<file path="config.mk">
export PLATFORM = sky130hd
export DESIGN_NAME = fp4_fft_stage_ctrl
export DESIGN_NICKNAME = d
export VERILOG_FILES = /design/src/rtl/fp4_fft_stage_ctrl.sv
export SDC_FILE = /design/constraint.sdc
export NUM_CORES = 1
export LEC_CHECK = 0
export ABC_AREA = 1
export CAP_MARGIN = 40
export CELL_PAD_IN_SITES_DETAIL_PLACEMENT = 1
export CELL_PAD_IN_SITES_GLOBAL_PLACEMENT = 2
export CORE_UTILIZATION = 32
export DETAILED_ROUTE_END_ITERATION = 8
export PLACE_DENSITY_LB_ADDON = 0.1
export SYNTH_ARGS = -nofsm -noshare
export SYNTH_HDL_FRONTEND = slang
export SYNTH_SLANG_ARGS = --single-unit
</file>
<file path="constraint.sdc">
create_clock -name clk -period 3.3 [get_ports clk]
set_input_delay 0.495 -clock clk [delete_from_list [all_inputs] [get_ports clk]]
set_output_delay 0.495 -clock clk [all_outputs]
set_load 0.05 [all_outputs]
</file>
<file path="src/rtl/fp4_fft_stage_ctrl.sv">
// Stage sequencer for the in-place radix-2 FFT: issues butterfly read addresses and twiddle
// indices, replays them as write strobes WR_LAT cycles later, and flips the ping-pong bank per stage.
module fp4_fft_stage_ctrl #(
    parameter int N_LOG2 = 5,
    parameter int WR_LAT = 3
) (
    input  logic              clk,
    input  logic              rst,
    input  logic              start,
    output logic              busy,
    output logic              done,
    output logic [2:0]        stage,
    output logic              bank_sel,
    output logic              result_bank,
    output logic [N_LOG2-1:0] rd_addr_0,
    output logic [N_LOG2-1:0] rd_addr_1,
    output logic              op_valid,
    output logic [N_LOG2-2:0] tw_addr,
    output logic              wr_en_0,
    output logic [N_LOG2-1:0] wr_addr_0,
    output logic              wr_en_1,
    output logic [N_LOG2-1:0] wr_addr_1
);

    localparam logic [N_LOG2-1:0] ONE        = {{(N_LOG2-1){1'b0}}, 1'b1};
    localparam logic [N_LOG2-1:0] HALF       = ONE << (N_LOG2-1);
    localparam logic [2:0]        LAST_STAGE = 3'(N_LOG2-1);
    localparam int                CW         = $clog2(WR_LAT+1);
    localparam logic [CW-1:0]     LAST_CNT   = CW'(WR_LAT-1);
    localparam int                DW         = 2*N_LOG2+1;

    typedef enum logic [1:0] {S_IDLE, S_ISSUE, S_DRAIN, S_DONE} state_t;

    state_t            state;
    logic [N_LOG2-1:0] j;
    logic [CW-1:0]     cnt;
    logic [DW-1:0]     dl [WR_LAT];

    // Top operand: insert a zero at bit s of the butterfly index.
    function automatic logic [N_LOG2-1:0] addr_a(input logic [2:0] s, input logic [N_LOG2-1:0] jj);
        logic [N_LOG2-1:0] mask;
        mask = (ONE << s) - ONE;
        return ((jj >> s) << (s + 3'd1)) | (jj & mask);
    endfunction

    function automatic logic [N_LOG2-1:0] addr_b(input logic [2:0] s, input logic [N_LOG2-1:0] jj);
        return addr_a(s, jj) + (ONE << s);
    endfunction

    function automatic logic [N_LOG2-2:0] tw_of(input logic [2:0] s, input logic [N_LOG2-1:0] jj);
        logic [N_LOG2-1:0] mask;
        logic [N_LOG2-1:0] t;
        mask = (ONE << s) - ONE;
        t    = (jj & mask) << (LAST_STAGE - s);
        return t[N_LOG2-2:0];
    endfunction

    assign wr_en_0   = dl[WR_LAT-1][DW-1];
    assign wr_en_1   = dl[WR_LAT-1][DW-1];
    assign wr_addr_0 = dl[WR_LAT-1][DW-2:N_LOG2];
    assign wr_addr_1 = dl[WR_LAT-1][N_LOG2-1:0];

    always_ff @(posedge clk) begin
        if (!rst) begin
            state       <= S_IDLE;
            j           <= '0;
            cnt         <= '0;
            busy        <= 1'b0;
            done        <= 1'b0;
            stage       <= '0;
            bank_sel    <= 1'b0;
            result_bank <= 1'b0;
            rd_addr_0   <= '0;
            rd_addr_1   <= '0;
            op_valid    <= 1'b0;
            tw_addr     <= '0;
            for (int i = 0; i < WR_LAT; i++) dl[i] <= '0;
        end else begin
            // The write delay line replays exactly what was issued, so it just trails the read outputs.
            dl[0] <= {op_valid, rd_addr_0, rd_addr_1};
            for (int i = 1; i < WR_LAT; i++) dl[i] <= dl[i-1];

            case (state)
                S_IDLE: begin
                    if (start) begin
                        state       <= S_ISSUE;
                        busy        <= 1'b1;
                        stage       <= '0;
                        bank_sel    <= 1'b0;
                        result_bank <= 1'b0;
                        op_valid    <= 1'b1;
                        rd_addr_0   <= addr_a(3'd0, '0);
                        rd_addr_1   <= addr_b(3'd0, '0);
                        tw_addr     <= tw_of(3'd0, '0);
                        j           <= ONE;
                    end
                end
                S_ISSUE: begin
                    if (j == HALF) begin
                        state     <= S_DRAIN;
                        op_valid  <= 1'b0;
                        rd_addr_0 <= '0;
                        rd_addr_1 <= '0;
                        tw_addr   <= '0;
                        cnt       <= '0;
                    end else begin
                        op_valid  <= 1'b1;
                        rd_addr_0 <= addr_a(stage, j);
                        rd_addr_1 <= addr_b(stage, j);
                        tw_addr   <= tw_of(stage, j);
                        j         <= j + ONE;
                    end
                end
                // The stage's last write lands in the final drain cycle, so the bank flips only after it.
                S_DRAIN: begin
                    if (cnt == LAST_CNT) begin
                        if (stage == LAST_STAGE) begin
                            state       <= S_DONE;
                            done        <= 1'b1;
                            result_bank <= ~bank_sel;
                        end else begin
                            state     <= S_ISSUE;
                            stage     <= stage + 3'd1;
                            bank_sel  <= ~bank_sel;
                            op_valid  <= 1'b1;
                            rd_addr_0 <= addr_a(stage + 3'd1, '0);
                            rd_addr_1 <= addr_b(stage + 3'd1, '0);
                            tw_addr   <= tw_of(stage + 3'd1, '0);
                            j         <= ONE;
                        end
                    end else begin
                        cnt <= cnt + 1'b1;
                    end
                end
                S_DONE: begin
                    state <= S_IDLE;
                    done  <= 1'b0;
                    busy  <= 1'b0;
                end
                default: state <= S_IDLE;
            endcase
        end
    end

endmodule
</file>
# After elaboration in Yosys (flattened, before gate mapping)
# Memories as Yosys holds them, arrays and structs flattened.
# Index checks and enable logic that the tools add are counted.
[classes]
n_addsub = 9
bitwise = 6
n_eq_ne = 13
shift = 8
reduce_logical = 14
n_mux = 52
[op_table]
columns = ["operator", "count"]
rows = [
  ["5-bit 2-to-1 mux", 11],
  ["5-bit one-hot mux with 3 select lines", 3],
  ["11-bit 2-to-1 mux", 3],
  ["4-bit 2-to-1 mux", 4],
  ["2-bit inequality test (second input constant)", 7],
  ["1-bit 2-to-1 mux", 13],
  ["2-bit 2-to-1 mux", 6],
  ["4-bit one-hot mux with 3 select lines", 1],
  ["4-bit AND reduction", 3],
  ["5-bit adder", 2],
  ["1-bit by 3-bit left shift with 5-bit output (first input constant)", 2],
  ["5-bit by 3-bit left shift with 5-bit output", 2],
  ["3-bit 2-to-1 mux", 3],
  ["3-bit AND reduction", 3],
  ["1-bit one-hot mux with 2 select lines", 4],
  ["2-bit one-hot mux with 4 select lines", 1],
  ["2-bit nonzero test", 4],
  ["3-bit by 1-bit adder with 3-bit output (second input constant)", 2],
  ["2-bit == test (second input constant)", 3],
  ["3-bit one-hot mux with 2 select lines", 1],
  ["3-bit subtractor (first input constant)", 2],
  ["5-bit by 1-bit adder with 5-bit output (second input constant)", 1],
  ["5-bit AND", 1],
  ["5-bit == test (second input constant)", 1],
  ["17 further kinds", 19],
]
[word_totals]
output_inout_bits = 34
inputBits = 3
ramBits = 33
register_bits = 31
wordCells = 115
mem_count = 1
[memory_table]
columns = ["name", "depth", "word_bits", "read_ports", "rd_ports_with_merged_regs", "write_ports", "line", "text"]
rows = [
  ["dl", 3, 11, 3, 0, 3, "37", "logic [DW-1:0] dl [WR_LAT];"],
]

# Longest topological paths before layout
# Gate-level depths: netlist of the first run.
[logic_depth]
word_depth = 7
depth_mapped = 20
ltp_nobuf = 19

# Worst setup path before layout of the first run
# OpenSTA, ideal clock, no wires.
[synth_path]
kind = "flip-flop to flip-flop"
startpoint = "register stage[0]"
endpoint = "register rd_addr_1[4]"
path_buffers = 1
period_less_slack_ps = 3122
required_ps = 3188
stages_incl_launch_ff = 19
setup_ps = 112
path_slack_ps = 178
arrival_time_ps = 3010
path_cell_list = "dfxtp_1 -> buf_2 -> inv_2 -> ha_1 -> ha_1 -> inv_1 -> nand3_1 -> xor2_1 -> o221ai_1 -> ha_1 -> a21oi_1 -> nand2_1 -> xor2_1 -> inv_1 -> nand3_1 -> nand3_1 -> nand2_1 -> nand2_1 -> nand2_1"
[synth_between]
elab_chain_len = 7
elab_cells_between_ends = 20
cone_classes = "add/sub: 5; eq/ne: 2; shift: 6; mux: 4; bitwise: 2; reduce/logical: 1"
[synth_lines]
columns = ["item", "line", "text"]
rows = [
  ["start: declaration", "12", "output logic [2:0] stage,"],
  ["start signal: assignment", "123", "stage <= stage + 3'd1;"],
  ["3-bit by 1-bit adder with 3-bit output / 1-bit by 3-bit left shift with 5-bit output (equally long branches)", "-", ""],
  ["3-bit by 1-bit adder with 3-bit output, or another cell as far along", "43", "return ((jj >> s) << (s + 3'd1)) | (jj & mask);"],
  ["5-bit by 3-bit left shift with 5-bit output / 5-bit AND (equally long branches)", "43", ""],
  ["5-bit adder / 5-bit OR (equally long branches)", "47, 43", ""],
  ["5-bit 2-to-1 mux / 5-bit adder (equally long branches)", "117, 47", ""],
  ["5-bit 2-to-1 mux (on tied branches)", "116, 99", ""],
  ["5-bit one-hot mux with 3 select lines", "83", "case (state)"],
  ["end signal: assignment", "93", "rd_addr_1 <= addr_b(3'd0, '0);"],
  ["end signal: assignment", "109", "rd_addr_1 <= addr_b(stage, j);"],
  ["end signal: assignment", "127", "rd_addr_1 <= addr_b(stage + 3'd1, '0);"],
  ["end: declaration", "16", "output logic [N_LOG2-1:0] rd_addr_1,"],
]
# Parallel ways exist; a longest one is shown, timed or not. The select of a mux whose other input is x is not followed.
# A chain may end at the register's enable or synchronous reset.

# Worst setup path after layout of the first run
[layout_path]
startpoint = "register stage[1]"
endpoint = "register rd_addr_1[4]"
# The elaborated chain is that of the path after synthesis.

==> results.json, run 1 <==
{
  "nNetsFinal": 457,
  "grt-ovfl-total": 0,
  "die_h_um": 101,
  "ys_types": 44,
  "grtUsageTotal": 0.175,
  "drt-met1-wl_um": 3950,
  "rows": 35,
  "crit_required_ns": 3.55,
  "cp_data_arrival_time_ns": 3.25,
  "dieArea_mm2": 0.0102,
  "avgSynthCellArea_um2": 7.82,
  "clock_latency_ns": 0.35,
  "cts.hold.buffers_added": 0,
  "dr.first_iter.drc_count": 45,
  "synth_edf_count": 0,
  "yosysWarnings": 0,
  "period_share": 0.909,
  "vias": 2567,
  "hold_violations": 0,
  "min_period_ns": 3.00,
  "hpwlAfterDp_um": 5850,
  "layout_commonest_cell": "nand2_1",
  "outcome": "finished clean",
  "first_global_vias": 2627,
  "pin_count": 37,
  "timing.hold.ws_ns": 0.416,
  "rsz0062_at_grt": "no",
  "hold_class": "reg -> reg",
  "synth_seq_area_share": 0.410,
  "irDropWorstVdd_uv": 340,
  "ys_ff_latch": 64,
  "worstMarginPinSlew_ns": 0.609,
  "cts_sinks": 64,
  "fmax_ghz": 0.333,
  "htreeDepth": 3,
  "tritoncts": "built",
  "cts-buffers-inserted": 9,
  "met2_length_um": 3640,
  "syn_to_final_growth_pct": 21.8,
  "layout_common_cells": "nand2_1, dfxtp_1, inv_1, clkdlybuf4s50_1, nand3_1",
  "syn-instance-count": 400,
  "die_w_um": 101,
  "synth_top_area_cell": "dfxtp_1",
  "core_mm2": 0.00937,
  "post-place-cells": 549,
  "grt_pass1_wl_um": 13500,
  "postLayoutCoreUtil": 0.406,
  "wl_per_cell_um": 14.0,
  "worst-setup-path-type": "reg -> reg",
  "portBuffers": 36,
  "top_layer_used": "met4",
  "finalSetupViolCount": 0,
  "endpoint_kind": "flop",
  "cellPowerDensity_mw_per_mm2": 724,
  "place.gp.congestion": 0.820,
  "yosysTopAreaCellShare": 0.410,
  "cts_setup_buffers": 0,
  "clk_pin_slew_worst_paths_ns": 0.08,
  "setup_ws_ns": 0.300,
  "wirelength_um": 7910,
  "clockRootBuffer": "clkbuf_8",
  "syn_nets": 426,
  "fin_cells": 565,
  "layout-drive-gt1-share": 0.106,
  "place_ws_ns": 0.165,
  "crit_fanout": 9,
  "met3_length_um": 183,
  "drtPass1Iterations": 4,
  "synthArstFlopShare": 0,
  "drc": 0,
  "max_slew_margin": 0.593,
  "via_per_inst": 4.54,
  "cap_violations": 0,
  "synth_area_leaders": "dfxtp_1, nand2_1, ha_1, inv_1, nand3_1",
  "diodes": 0,
  "finalMaxSlewViolations": 0,
  "clockBufferDepth": 2,
  "ant_nets": 0,
  "ys.flop_type": "dfxtp_1",
  "setup_tns_ns": 0,
  "antenna_found_initial": 0,
  "startpoint_type": "flop",
  "initial_utilization": 0.334,
  "grt_max_degree": 27,
  "leakagePower_uw": 0.00185,
  "skew_ns": 0.0106,
  "synthesis.area_mm2": 0.00313
}
==> power by group <==
group          internal, uW  leakage, uW  switching, uW
clock                   526     0.000123            339
combinational           312      0.00121            679
sequential              850     0.000519           52.8
total                  1690      0.00185           1070
==> path summary, 6_finish.rpt <==
kind	startpoint	to	slack, ns	depth (start not counted)
worst max-delay path	stage[1]	rd_addr_1[4]	0.30	17
worst max register to register	stage[1]	rd_addr_1[4]	0.30	17
worst min register to register	dl[0][4]	dl[0][15]	0.42	2
worst min-delay path	dl[0][4]	dl[0][15]	0.42	2
==> Yosys cell counts, types with 2 or more instances <==
cell      number
inv_2          7
xor2_1         3
a31oi_1        4
o211ai_1       3
buf_4         11
or2_4          2
inv_1         60
nand4_1        5
a211oi_1       2
o21ai_0       23
nand2_4        3
xnor2_1        2
buf_1          4
buf_6          2
a21oi_1       14
nand3_1       27
ha_1          22
dfxtp_1       64
o221ai_1       3
clkbuf_1       3
nor2_1        13
nand2_1       99
buf_2          3
==> state kept, by name, indices dropped and copies added, names as in the netlist <==
register	flops
rd_addr_0	5
j	5
stage	3
op_valid	1
state	2
result_bank	1
dl	33
cnt	2
bank_sel	1
busy	1
rd_addr_1	5
done	1
tw_addr	4
==> per-stage QoR <==
| step | instance area, um^2 | total power [uW] |
|---|---|---|
| 4_1_cts | 3810 | 2810 |
| 6_report | 3810 | 2760 |
| 3_5_place_dp | 3550 | 1920 |
| 5_1_grt | 3810 | 2970 |
| 3_3_place_gp | 3550 | 1920 |
| 2_1_floorplan | 3130 | 1650 |
==> kinds of logic (layout without fill, tap and decap cells) <==
family                   count (synthesis)  count (layout)  share of synthesized area
flip-flops                              64              64                      0.410
AO/OA/AOI/OAI                           58              58                      0.114
AND/OR/NAND/NOR                        158             158                      0.236
XOR/XNOR                                 5               5                     0.0140
adder cells (fa/ha/maj)                 23              23                     0.0944
buffers and inverters                   92             128                      0.132
==> final cells by class <==
class	instances	area, um^2
tap	129	161
clock inverter	6	115
inverter	69	267
timing repair buffer	43	413
clock buffer	10	138
fill	1191	5560
multi-input combinational	244	1430
sequential	64	1280
==> repair_timing <==
item / in CTS / in global routing
endpoints found under the hold margin: 0 / 0
resized for setup: 0 / 1
setup endpoints to repair: 0 / 2
==> metal layers <==
metal,vias up,GRT usage
li1,1322,-
met1,1207,0.226
met2,28,0.286
met3,10,0.0319
met4,0,0.0769
met5,-,0
==> worst max-delay path, stage by stage, from the launching register on <==
cell,delay (ns)
dfxtp_2,0.44
inv_1,0.17
ha_1,0.24
ha_1,0.24
inv_1,0.11
nand3_1,0.11
xor2_1,0.18
o221ai_1,0.30
ha_1,0.33
a21oi_1,0.17
nand2_1,0.08
xor2_1,0.15
inv_1,0.06
nand3_1,0.07
nand3_1,0.09
nand2_1,0.05
nand2_1,0.05
nand2_1,0.04
No activity file was read; power rests on OpenSTA's default activity.
==> inputs of run 2 (changes only) <==
--- a/config.mk
+++ b/config.mk
@@ -11,7 +11,9 @@
 export CELL_PAD_IN_SITES_GLOBAL_PLACEMENT = 2
 export CORE_UTILIZATION = 32
 export DETAILED_ROUTE_END_ITERATION = 8
+export MAX_ROUTING_LAYER = met4
 export PLACE_DENSITY_LB_ADDON = 0.1
+export SLEW_MARGIN = 20
 export SYNTH_ARGS = -nofsm -noshare
 export SYNTH_HDL_FRONTEND = slang
 export SYNTH_SLANG_ARGS = --single-unit
==> run 2 against run 1 <==
  * Maximum frequency is 0.45% lower
  * First-iteration DRC count is 31% higher
  * Final cell count stayed put
  * Sequential power hardly changed
  * Sequential share of layout area is 0.30 points higher
  * Critical path depth stayed put
  * Largest power group unchanged
  * Power is 3.1% lower
  * Core utilization is 0.36 points lower
  * Die area stayed put
==> results.json, run 2 (synthesis gave the netlist of run 1 again) <==
{
  "fmax_ghz": 0.332,
  "hpwlAfterDp_um": 5920,
  "dieArea_mm2": 0.0102,
  "worst-setup-path-type": "reg -> reg",
  "layout_common_cells": "nand2_1, dfxtp_1, inv_1, clkdlybuf4s50_1, nand3_1",
  "cp-startpoint": "stage[1]",
  "cp.buffers_inverters": 3,
  "rows": 35,
  "wirelength_um": 7980,
  "rsz0062_at_grt": "no",
  "htreeDepth": 3,
  "grtUsageTotal": 0.182,
  "crit_fanout": 9,
  "syn_to_final_growth_pct": 20.7,
  "endpoint_kind": "flop",
  "drtPass1Iterations": 4,
  "irDropWorstVdd_uv": 351,
  "cp_slowest_stage_delay_ns": 0.43,
  "setup_tns_ns": 0,
  "crit_slowest_cell": "dfxtp_2",
  "startpoint_type": "flop",
  "max_slew_margin": 0.574,
  "die_w_um": 101,
  "clockBufferDepth": 2,
  "place.gp.congestion": 0.831,
  "cts-buffers-inserted": 9,
  "die_h_um": 101,
  "grt_pass1_wl_um": 13400,
  "drc": 0,
  "largest_reg_flops": 33,
  "hold_class": "reg -> reg",
  "ant_nets": 0,
  "finalMaxSlewViolations": 0,
  "period_share": 0.913,
  "clk_pin_slew_worst_paths_ns": 0.08,
  "wl_per_cell_um": 14.1,
  "clock_latency_ns": 0.36,
  "layout-drive-gt1-share": 0.106,
  "cp_data_arrival_time_ns": 3.26,
  "cap_violations": 0,
  "crit_top_cell": "nand2_1",
  "cts_sinks": 64,
  "crit_required_ns": 3.55,
  "hold_violations": 0,
  "cts_setup_buffers": 0,
  "grt_max_degree": 27,
  "min_from": "dl[0][20]",
  "path_cells": "inv_1 -> ha_1 -> ha_1 -> inv_1 -> nand3_1 -> xor2_1 -> o221ai_1 -> ha_1 -> a21oi_1 -> nand2_1 -> xor2_1 -> inv_1 -> nand3_1 -> nand3_1 -> nand2_1 -> nand2_1 -> nand2_1",
  "outcome": "finished clean",
  "tritoncts": "built",
  "min_period_ns": 3.01,
  "via_per_inst": 4.58,
  "diodes": 0,
  "multiInputGateArea_mm2": 0.00143,
  "critical_path.top_delay_family": "adder cells",
  "vias": 2588,
  "regArea_mm2": 0.00128,
  "fillers": 1165,
  "first_global_vias": 2708,
  "core_mm2": 0.00937,
  "layout_commonest_cell": "nand2_1",
  "leakagePower_uw": 0.00184,
  "cellPowerDensity_mw_per_mm2": 708,
  "cts_resized": 0,
  "cts.hold.buffers_added": 0,
  "timing.hold.ws_ns": 0.414,
  "pin_count": 37,
  "grt-ovfl-total": 0,
  "antenna_found_initial": 0,
  "portBuffers": 36,
  "nNetsFinal": 457,
  "finalSetupViolCount": 0,
  "regMostFlops": "dl",
  "dr.first_iter.drc_count": 59,
  "initial_utilization": 0.334,
  "worstMarginPinSlew_ns": 0.639,
  "rr_startpoint": "stage[1]",
  "clockRootBuffer": "clkbuf_8",
  "skew_ns": 0.0124
}
==> run 2: changes by cell type in the layout (fill, tap and decap cells not counted) <==
| cell | delta |
|---|---|
| bufinv_16 | -1 |
| clkbuf_8 | -1 |
| clkinv_2 | +2 |
==> run 2: stage by stage <==
stage	setup WS [ns]	cells	instance area, um^2	utilization	total power (uW)
after global placement	0.281	549	3550	0.379	1920
after floorplan	0.178	400	3130	-	1650
final	0.286	565	3770	0.403	2670
after global routing	0.0240	565	3770	0.403	2860
after CTS	0.145	565	3770	0.403	2710
after detailed placement	0.187	549	3550	0.379	1920
==> run 2: tightest hold or removal path, stage by stage (launching register included) <==
cell     delay (ns)
dfxtp_1        0.31
nand2_1        0.05
inv_1          0.04
==> run 2: layout make-up <==
cell class                 instances  area share
clock inverter                     7      0.0252
multi-input combinational        244       0.380
clock buffer                       9      0.0328
sequential                        64       0.340
tap                              129      0.0428
inverter                          69      0.0706
timing repair buffer              43       0.109
==> run 2: per-layer routing <==
layer  global-route usage  share of wire  up-vias
met2                0.290           0.45       36
met5                    -              0        -
li1                     -              -     1321
met1                0.220           0.50     1215
met3               0.0340          0.028       16
met4               0.0881          0.021        0
==> run 2: worst paths after layout <==
check / end / slack [ns] / depth (start not counted)
worst min register to register: dl[0][31] / 0.41 / 2
worst max register to register: rd_addr_1[4] / 0.29 / 17
worst min-delay path: dl[0][31] / 0.41 / 2
worst max-delay path: rd_addr_1[4] / 0.29 / 17
==> run 2: report_power, final <==
group	total (uW)	switching, uW	internal [uW]
Clock	777	350	426
Combinational	992	679	313
Sequential	905	55.3	850
